$ cat config.mk
export PLATFORM = sky130hd
export DESIGN_NAME = mod_counter
export DESIGN_NICKNAME = d
export VERILOG_FILES = /design/src/rtl/counter_pkg.sv /design/src/rtl/mod_counter.sv
export SDC_FILE = /design/constraint.sdc
export NUM_CORES = 1
export LEC_CHECK = 0
export CELL_PAD_IN_SITES_DETAIL_PLACEMENT = 0
export CELL_PAD_IN_SITES_GLOBAL_PLACEMENT = 1
export CORE_MARGIN = 2
export CORE_UTILIZATION = 29
export DETAILED_ROUTE_END_ITERATION = 7
export PLACE_DENSITY = 0.85
export REMOVE_ABC_BUFFERS = 1
export SLEW_MARGIN = 20
export SYNTH_ARGS = -nofsm -noshare
export SYNTH_HDL_FRONTEND = slang
export SYNTH_SLANG_ARGS = --single-unit
export TNS_END_PERCENT = 5
$ cat constraint.sdc
create_clock -name clk -period 2 [get_ports clk]
set_input_delay 0.2 -clock clk [delete_from_list [all_inputs] [get_ports clk]]
set_output_delay 0.2 -clock clk [all_outputs]
set_load 0.01 [all_outputs]
$ cat src/rtl/counter_pkg.sv
// Shared definitions for the modulo counter family.
//   - Terminal-behaviour mode constants (WRAP / SATURATE / ONESHOT)
//   - Two-state ONESHOT FSM encoding
//   - Binary-to-Gray helper, used when MOD_COUNTER_GRAY_OUT_EN is defined
package counter_pkg;

    localparam int unsigned MODE_WRAP     = 0;
    localparam int unsigned MODE_SATURATE = 1;
    localparam int unsigned MODE_ONESHOT  = 2;

    // Width of the Gray helper; callers cast in/out to their own width.
    localparam int unsigned GRAY_W = 32;

    typedef enum logic {
        ST_RUN  = 1'b0,
        ST_HALT = 1'b1
    } state_e;

    // Upper bits are zero-extended by the caller, so truncating the result
    // back to the caller's width gives the correct Gray code.
    function automatic logic [GRAY_W-1:0] bin2gray(input logic [GRAY_W-1:0] b);
        return b ^ (b >> 1);
    endfunction

endpackage

$ cat src/rtl/mod_counter.sv
// Parametrised synchronous up/down modulo counter.
// Optional feature macro: MOD_COUNTER_GRAY_OUT_EN (adds registered count_gray).
//
// Ports:
//   clk         rising-edge clock for all state
//   rst         synchronous active-high reset
//   en          count enable, one step per enabled cycle
//   up_dn       1 = count up, 0 = count down
//   clear       synchronous clear to RST_VALUE
//   load        parallel load strobe (load_val clamped to MOD_VALUE-1)
//   load_val    value for load
//   count       registered count, 0..MOD_VALUE-1
//   tc          combinational terminal count for the current direction
//   ovf         registered pulse after a wrap or saturate-attempt step
//   halted      registered, high while the ONESHOT FSM is halted
//   count_gray  (macro only) registered Gray code of count
module mod_counter
    import counter_pkg::*;
#(
    parameter int unsigned     WIDTH     = 4,
    parameter longint unsigned MOD_VALUE = 16,
    parameter int unsigned     MODE      = 0,
    parameter int unsigned     RST_VALUE = 0
) (
    input  logic             clk,
    input  logic             rst,
    input  logic             en,
    input  logic             up_dn,
    input  logic             clear,
    input  logic             load,
    input  logic [WIDTH-1:0] load_val,
    output logic [WIDTH-1:0] count,
    output logic             tc,
    output logic             ovf,
`ifdef MOD_COUNTER_GRAY_OUT_EN
    output logic [WIDTH-1:0] count_gray,
`endif
    output logic             halted
);

    localparam int unsigned   EXT_W  = WIDTH + 1;
    localparam logic [WIDTH:0] LP_MAX = EXT_W'(MOD_VALUE - 64'd1);
    localparam logic [WIDTH:0] LP_RST = EXT_W'(RST_VALUE);
    localparam logic [WIDTH:0] LP_ONE = EXT_W'(1);

    // Elaboration-time parameter legality
    if (WIDTH < 2 || WIDTH > 32) begin : g_bad_width
        $fatal(1, "mod_counter: WIDTH must be in 2..32");
    end
    if (MOD_VALUE < 64'd2 || MOD_VALUE > (64'd1 << WIDTH)) begin : g_bad_mod
        $fatal(1, "mod_counter: MOD_VALUE must be in 2..2**WIDTH");
    end
    if (64'(RST_VALUE) >= MOD_VALUE) begin : g_bad_rst
        $fatal(1, "mod_counter: RST_VALUE must be below MOD_VALUE");
    end
    if (MODE > MODE_ONESHOT) begin : g_bad_mode
        $fatal(1, "mod_counter: MODE must be 0, 1 or 2");
    end

    logic [WIDTH-1:0] r_count;
    logic             r_ovf;
    logic             r_halted;
    state_e           r_state;

    state_e           w_state_nxt;
    logic [WIDTH:0]   w_count_ext;
    logic [WIDTH:0]   w_ext_nxt;
    logic [WIDTH-1:0] w_count_nxt;
    logic             w_ovf_nxt;
    logic             w_tc;

    // Arithmetic is done one bit wider so an up step never rolls over silently
    assign w_count_ext = {1'b0, r_count};

    // Terminal count for the direction currently requested
    assign w_tc = up_dn ? (w_count_ext == LP_MAX) : (r_count == '0);

    // Next-state, next-count and pulse decode; priority clear > load > en
    always_comb begin
        w_state_nxt = r_state;
        w_ext_nxt   = w_count_ext;
        w_ovf_nxt   = 1'b0;

        if (clear) begin
            w_ext_nxt   = LP_RST;
            w_state_nxt = ST_RUN;
        end else if (load) begin
            w_ext_nxt   = {1'b0, load_val};
            w_state_nxt = ST_RUN;
        end else if (en) begin
            case (r_state)
                ST_RUN: begin
                    if (!w_tc) begin
                        w_ext_nxt = up_dn ? (w_count_ext + LP_ONE) : (w_count_ext - LP_ONE);
                    end else begin
                        w_ovf_nxt = 1'b1;
                        if (MODE == MODE_WRAP) begin
                            w_ext_nxt = up_dn ? '0 : LP_MAX;
                        end else if (MODE == MODE_ONESHOT) begin
                            w_state_nxt = ST_HALT;
                        end
                    end
                end
                ST_HALT: begin
                    w_ext_nxt = w_count_ext;
                end
                default: begin
                    w_state_nxt = ST_RUN;
                end
            endcase
        end
    end

    // Single clamp stage: only a load can exceed the modulus, steps never do
    assign w_count_nxt = (w_ext_nxt > LP_MAX) ? LP_MAX[WIDTH-1:0] : w_ext_nxt[WIDTH-1:0];

    // FSM state register
    always_ff @(posedge clk) begin
        if (rst) begin
            r_state <= ST_RUN;
        end else begin
            r_state <= w_state_nxt;
        end
    end

    // Datapath registers
    always_ff @(posedge clk) begin
        if (rst) begin
            r_count  <= WIDTH'(RST_VALUE);
            r_ovf    <= 1'b0;
            r_halted <= 1'b0;
        end else begin
            r_count  <= w_count_nxt;
            r_ovf    <= w_ovf_nxt;
            r_halted <= (w_state_nxt == ST_HALT);
        end
    end

`ifdef MOD_COUNTER_GRAY_OUT_EN
    logic [WIDTH-1:0] r_count_gray;

    // Encoded from the next count so it lands in the same cycle as count
    always_ff @(posedge clk) begin
        if (rst) begin
            r_count_gray <= WIDTH'(bin2gray(GRAY_W'(RST_VALUE)));
        end else begin
            r_count_gray <= WIDTH'(bin2gray(GRAY_W'(w_count_nxt)));
        end
    end

    assign count_gray = r_count_gray;
`endif

    assign count  = r_count;
    assign tc     = w_tc;
    assign ovf    = r_ovf;
    assign halted = r_halted;

endmodule
After elaboration in Yosys (flattened, before gate mapping)
Index checks and enable logic that the tools add are counted.
Widths: inputs -> output; s select.
- register bits: 5
- output and inout port bits: 7
- add/subtract/negate cells: 2
- magnitude comparators: 1
- equal/unequal tests: 1
- muxes and demuxes: 9
- bitwise gates (word level): 1
- reductions and logical operators: 2
- operators with widths (operator ; number):
    $mux 5 ; 5
    $mux 4 ; 2
    $add 4x1->5 const B ; 1
    $gt 5x4->1 const B ; 1
    $sub 4x1->5 const B ; 1
    $eq 4x4->1 const B ; 1
    $logic_not 4->1 ; 1
    $reduce_or 4->1 ; 1
    $mux 1 ; 2
    $not 1->1 ; 1

Logic depth before layout (Yosys ltp)
Gate-level depths: netlist of the first run.
- depth in word-level cells: 8
- mapped depth: 7

Worst setup path before layout of the first run
Ideal clock, no wire load.
- kind: reg2reg
- start: register r_count[0] (netlist: count[0])
- end: register r_count[1] (netlist: count[1])
- setup time: 70 ps
- arrival: 1707 ps
- path slack: 224 ps
- stages on the path, launching flop included: 7
- buffers on the path: 0
- cells stage by stage: dfxtp_1 fa_1 a21o_1 a21oi_1 xnor2_1 or3_1 a21oi_1
- cells in the longest elaborated chain, start to end: 8
- elaborated cells on any way between the ends: 12
- those cells by class: 2 x add/sub; 1 x order compare; 1 x eq/ne; 7 x mux; 1 x reduce/logical
- RTL lines (element ; line ; RTL):
    start: declaration ; mod_counter.sv:60 ; logic [WIDTH-1:0] r_count;
    start signal: assignment ; mod_counter.sv:129 ; r_count <= WIDTH'(RST_VALUE);
    start signal: assignment ; mod_counter.sv:133 ; r_count <= w_count_nxt;
    $sub 4x1->5 (tied with other cells) ; mod_counter.sv:94 ; w_ext_nxt = up_dn ? (w_count_ext + LP_ONE) : (w_count_ext - LP_ONE);
    $mux 5 or $mux 1 (tied branches) ; mod_counter.sv:94, mod_counter.sv:76 ;
    $mux 5 ; mod_counter.sv:93 ; if (!w_tc) begin
    $mux 5 (*) ; mod_counter.sv:90 ; end else if (en) begin
    $mux 5 (*) ; mod_counter.sv:87 ; end else if (load) begin
    $mux 5 (*) ; mod_counter.sv:84 ; if (clear) begin
    $gt 5x4->1 ; mod_counter.sv:115 ; assign w_count_nxt = (w_ext_nxt > LP_MAX) ? LP_MAX[WIDTH-1:0] : w_ext_nxt[WIDTH-1:0];
    $mux 4 (*) ; mod_counter.sv:115 ;
Every way passes the cells marked *; elsewhere a longest branch is shown, timed or not.
A chain may end at the register's enable or synchronous reset.

Worst setup path in the final report of the first run
- start: register r_count[1] (netlist: count[1])
- end: output port tc
- cells in the longest elaborated chain, start to end: 2
- elaborated cells on any way between the ends: 3
- those cells by class: 1 x eq/ne; 1 x mux; 1 x reduce/logical
- RTL lines (element ; line ; RTL):
    $eq 4x4->1 or $logic_not 4->1 (tied branches) ; mod_counter.sv:76 ; assign w_tc = up_dn ? (w_count_ext == LP_MAX) : (r_count == '0);
    $mux 1 (*) ; mod_counter.sv:76 ;
    end: declaration ; mod_counter.sv:33 ; output logic tc,
Marked as above.

==> results of run 1 <==
-- final cells by class --
| cell class | instances | area (µm²) |
|---|---|---|
| repair buffers | 28 | 249 |
| inverters | 4 | 15.0 |
| flip-flops and latches | 5 | 100 |
| clock buffers | 4 | 26.3 |
| well taps | 16 | 20.0 |
| multi-input cells | 41 | 338 |
| fillers | 148 | 723 |
-- repair_timing --
item	CTS	global route
cloned	0	0
pin swaps	0	1
setup endpoints to repair	4	4
resized for setup	2	6
hold buffers	0	0
-- critical path, cell delays in order (launching register included) --
cell           delay, ps
dfxtp_1              380
or4_4                460
nor2_4               100
a31o_2               130
dlygate4sd2_1        270
-- cells by family (layout without fill, tap and decap cells) --
logic type      Yosys count  in the layout
buf+inv                   6             36
compound gates           19             19
flops                     5              5
other cells               1              1
simple gates             13             13
fa+ha+maj                 4              4
xor+xnor                  4              4
-- metal layers --
layer / vias to the layer above / wire [µm] / GRT usage
met4: 0 / 0 / 0.0364
met5: - / 0 / 0
li1: 251 / - / -
met3: 0 / 56 / 0.0638
met2: 16 / 527 / 0.194
met1: 223 / 591 / 0.193
-- power by group through the flow --
stage               clock network [mW]  logic (mW)  registers (mW)
global placement                     0       0.150           0.114
global route                     0.131       0.172           0.114
floorplan                            0      0.0636           0.119
CTS                              0.123       0.152           0.112
detailed placement                   0       0.151           0.114
finish                           0.119       0.158           0.112
-- cells in the mapped netlist, drive strengths merged --
cell type and n:
xnor2 2, clkbuf 1, a21o 2, nor2 2, a221oi 1, a31o 2, inv 4, fa 1
buf 1, nand2 2, a21oi 8, xor2 2, o21ai 1, dfxtp 5, a221o 2, or3 3
nand2b 1, and3 2, nor4bb 1, ha 3, a311o 1, o21bai 2, or4 1, nor3 1
conb 1
-- per-stage QoR --
stage               total power, mW  utilization  setup slack (ps)
global route                  0.416        0.509               172
detailed placement            0.265        0.474              -258
CTS                           0.387        0.494              2.77
finish                        0.390        0.509               225
floorplan                     0.183            -               224
global placement              0.264        0.474              -203
-- worst max-delay path by stage --
stage,end,slack [ps],cells after the start
6_report,tc,220,4
5_1_grt,tc,170,4
4_1_cts,count[1],3,8
3_5_place_dp,count[1],-260,8
3_3_place_gp,count[1],-200,8
2_1_floorplan,count[1],220,6
-- state kept, by name, summed over array words and instances, names as in the netlist --
| register | flops |
|---|---|
| count | 4 |
| ovf | 1 |
==> results.cfg, run 1 <==
[detailed_routing]
ant_nets = 0
viasPerCell = 5.00
vias = 490
remaining_drc_errors = 0
routedWlPerCell_um = 12.0
first_pass_iters = 4
drt_wl_total_um = 1180
drt_iter0_drc = 4

[cts]
ctsRootBufferMaster = clkbuf_4
cts_buffer_depth = 2
path_clk_slew_ps = 50
cts_buffers = 3
clk_latency_ps = 240
cts_tree = built
cts_setup_buffers = 0
htree_levels = 1
cts.sinks = 5

[critical_path]
cp.required_ps = 1800
critical_path.startpoint = count[1]
r2r.worst_path.cells = 6
r2r_end = count[2]
worstPathArrival_ps = 1580
critical_path_class = reg -> out
r2r_start = count[1]
cp-end-kind = output port
r2r_slack_ps = 270
start_kind = flop
worstPathMaxFanout = 7

[hold_path]
min_from = up_dn
hold_class = in -> reg
hold_depth = 5
min_to = count[0]

[floorplanning]
ios = 17
rows = 14
die_w_um = 43.0
dieArea_mm2 = 0.00185
start_util = 0.300
die_h_um = 43.0
core-area_mm2 = 0.00147

[pwr]
powerDensity_mw_per_mm2 = 521
p_int_mw = 0.273
clockPowerShare = 0.306
seq_power_share = 0.289
switching_share = 0.300
p_switching_mw = 0.117
p_comb_frac = 0.406
power_leakage_nw = 0.357
peakVddDrop_mv = 0.415

[placed_design]
dpl-instance-area_um2 = 698
dp_cells = 94
gp_congestion = 0.805
dp.final_hpwl_um = 920
io_buffers = 15

[timing]
final.setup.tns_ps = 0
rsz0062_at_grt = false
hold_viol_final = 0
fin_skew_ps = 4.50
timing.fmax_ghz = 0.563
period_share = 0.888
setup_viol = 0
slew_violations = 0
hold_ws_ps = 594
post-route-min-period_ps = 1780

[synthesis]
ys_ff_latch = 5
synth.top_cell.area_share = 0.227
yosysTopAreaCell = dfxtp_1
syn_inst = 52
synth_adder_area_share = 0.130
syn_area_um2 = 442
synth_top_family_by_area = compound AO/OA/AOI/OAI gates
synth.distinct_cells = 27
synth-simple-area-share = 0.198
syn_area_per_cell_um2 = 8.49
synth_area_leaders = dfxtp_1, a21oi_1, ha_1
synthMuxAreaShare = 0
synth-compound-area-share = 0.297
synth-xor-area-share = 0.0793
seq_area_frac_synth = 0.227
yosysWarningCount = 0

[layout]
n_antenna_cell = 0
final_nets = 97
final_cell_mix = clkdlybuf4s50_1, buf_4, a21oi_1
finalNonFillerCells = 98
drive_above_1_share = 0.329
stdcell_area_um2 = 748
area_delta_synth_final_pct = 69.4

[global_routing]
grt_pass1_wl_um = 1920
track_usage = 0.139
antenna_found_initial = 0
gr-total-overflow = 0
grt_pass1_vias = 435
grt_max_degree = 9

[run_status]
run_status = complete, no violations

[job]
drv_cap = 0
Power figures use the tool's default switching activity.
==> inputs of run 2 (changes only) <==
Settings changed: CORE_MARGIN 2 to 4, CORE_UTILIZATION 29 to 26, PLACE_DENSITY 0.85 to 0.81.
Clock period 2 ns to 1.5 ns, I/O delays scaled along.
==> run 2 against run 1 <==
Highest routed layer unchanged. Critical path depth up 2. Hold slack improved by 7.5 ps. Worst setup slack lost 390 ps. Core utilization grew 0.67 points. Via count rose by 2.7%. The run now ends with negative setup slack left. Sequential power increased by 33%. Combinational power up 43%. Clock power rose by 34%. Clock-buffer cell count is the same. Cell count up 5.1%. Sequential share of layout area decreased by 0.76 points. Non-clock buffer count grew 5.
==> results.cfg, run 2 (synthesized netlist as in run 1, its figures left out) <==
[cts]
clk_latency_ps = 240
cts_tree = built
htree_levels = 1
cts_buffers = 3
path_clk_slew_ps = 50
cts.sinks = 5
cts_hold_buf = 0
cts_buffer_depth = 2
ctsRootBufferMaster = clkbuf_4

[floorplanning]
dieArea_mm2 = 0.00242
start_util = 0.283
rows = 14
die_w_um = 49.2
die_h_um = 49.2
ios = 17
core-area_mm2 = 0.00156

[timing]
setup_viol = 5
period_share = 1.11
post-route-min-period_ps = 1670
fin_skew_ps = 2.76
slew_violations = 0
rsz0062_at_grt = true
hold_viol_final = 0
timing.fmax_ghz = 0.599
layout_setup_ws_ps = -170

[detailed_routing]
viasPerCell = 4.88
ant_nets = 0
first_pass_iters = 3
routedWlPerCell_um = 11.9
drt_iter0_drc = 6
remaining_drc_errors = 0
vias = 503
drt_wl_total_um = 1230

[layout]
fillCellCount = 147
area_delta_synth_final_pct = 81.9
layout_commonest_cell = buf_4
n_antenna_cell = 0
final_cell_mix = buf_4, clkdlybuf4s50_1, a21oi_1
largest_register_ffs = 4
final_nets = 102
drive_above_1_share = 0.414

[global_routing]
grt_max_degree = 6
track_usage = 0.105
antenna_found_initial = 0
grt_pass1_vias = 476
grt_pass1_wl_um = 1990
gr-total-overflow = 0

[critical_path]
worstPathArrival_ps = 1840
cp_common_cell = buf_4
worstPathMaxFanout = 3
cp_cell_sequence = buf_4 -> and3_2 -> a31o_4 -> buf_4 -> or3_4 -> a21oi_1
max_stage_delay_ps = 400
cp-end-kind = flop
cp.required_ps = 1670
critical_path_class = reg -> reg
start_kind = flop
critPathSlowestCell = or3_4

[placed_design]
io_buffers = 15
dp.final_hpwl_um = 1040
gp_congestion = 0.774
dp_slack_ps = -734

[job]
drv_cap = 0

[run_status]
run_status = complete, but fails checks
violations = negative setup slack

[pwr]
peakVddDrop_mv = 0.321
p_total_mw = 0.535
powerDensity_mw_per_mm2 = 666
power_leakage_nw = 0.378

[hold_path]
hold_class = in -> reg
[run 2: worst max-delay path, delay by kind of cell, from the launching register on]
| family | cells | cell delay, ps |
|---|---|---|
| AO/OA/AOI/OAI | 2 | 370 |
| buffers and inverters | 2 | 280 |
| flip-flops | 1 | 330 |
| AND/OR/NAND/NOR | 2 | 620 |
[run 2: timing repair]
item,in CTS,in global routing
gates resized for setup,11,5
pin swaps,1,1
setup buffers,0,0
setup endpoints to repair,6,5
[run 2: report_power, final]
group	switching (mW)	leakage (nW)	internal [mW]
clock network	0.0592	0.0150	0.101
registers	0.00745	0.0414	0.142
logic	0.0947	0.322	0.131
[run 2: cell type report]
type	count	area (µm²)	share of cell area
inverter	4	15.0	0.0187
clock buffer	4	26.3	0.0327
multi-input combinational	41	363	0.452
tap	16	20.0	0.0249
timing repair buffer	33	278	0.346
sequential	5	101	0.126
[run 2: path summary, 6_finish.rpt]
check	from	slack, ps	cells after the start	endpoint
max	count[0]	-170	6	count[2]
min	load_val[2]	600	4	count[2]
max reg2reg	count[0]	-170	6	count[2]
min reg2reg	count[0]	850	5	count[0]
[run 2: per-stage QoR]
stage / hold WS [ps] / setup TNS, ps / instances / cell area [µm²] / utilization
after floorplan: 219 / -1100 / 50 / 430 / -
after global placement: 841 / -3430 / 99 / 736 / 0.472
after detailed placement: 838 / -3640 / 99 / 736 / 0.472
after CTS: 601 / -888 / 103 / 769 / 0.494
after global routing: 606 / -1080 / 103 / 803 / 0.515
final: 601 / -717 / 103 / 803 / 0.515
[run 2: metal layers]
metal | global-route usage | up-vias | part of all wire
met5 | 0 | - | 0
met4 | 0.0332 | 0 | 0
met3 | 0.0367 | 0 | 0.058
met2 | 0.165 | 11 | 0.45
met1 | 0.132 | 231 | 0.49
li1 | - | 261 | -
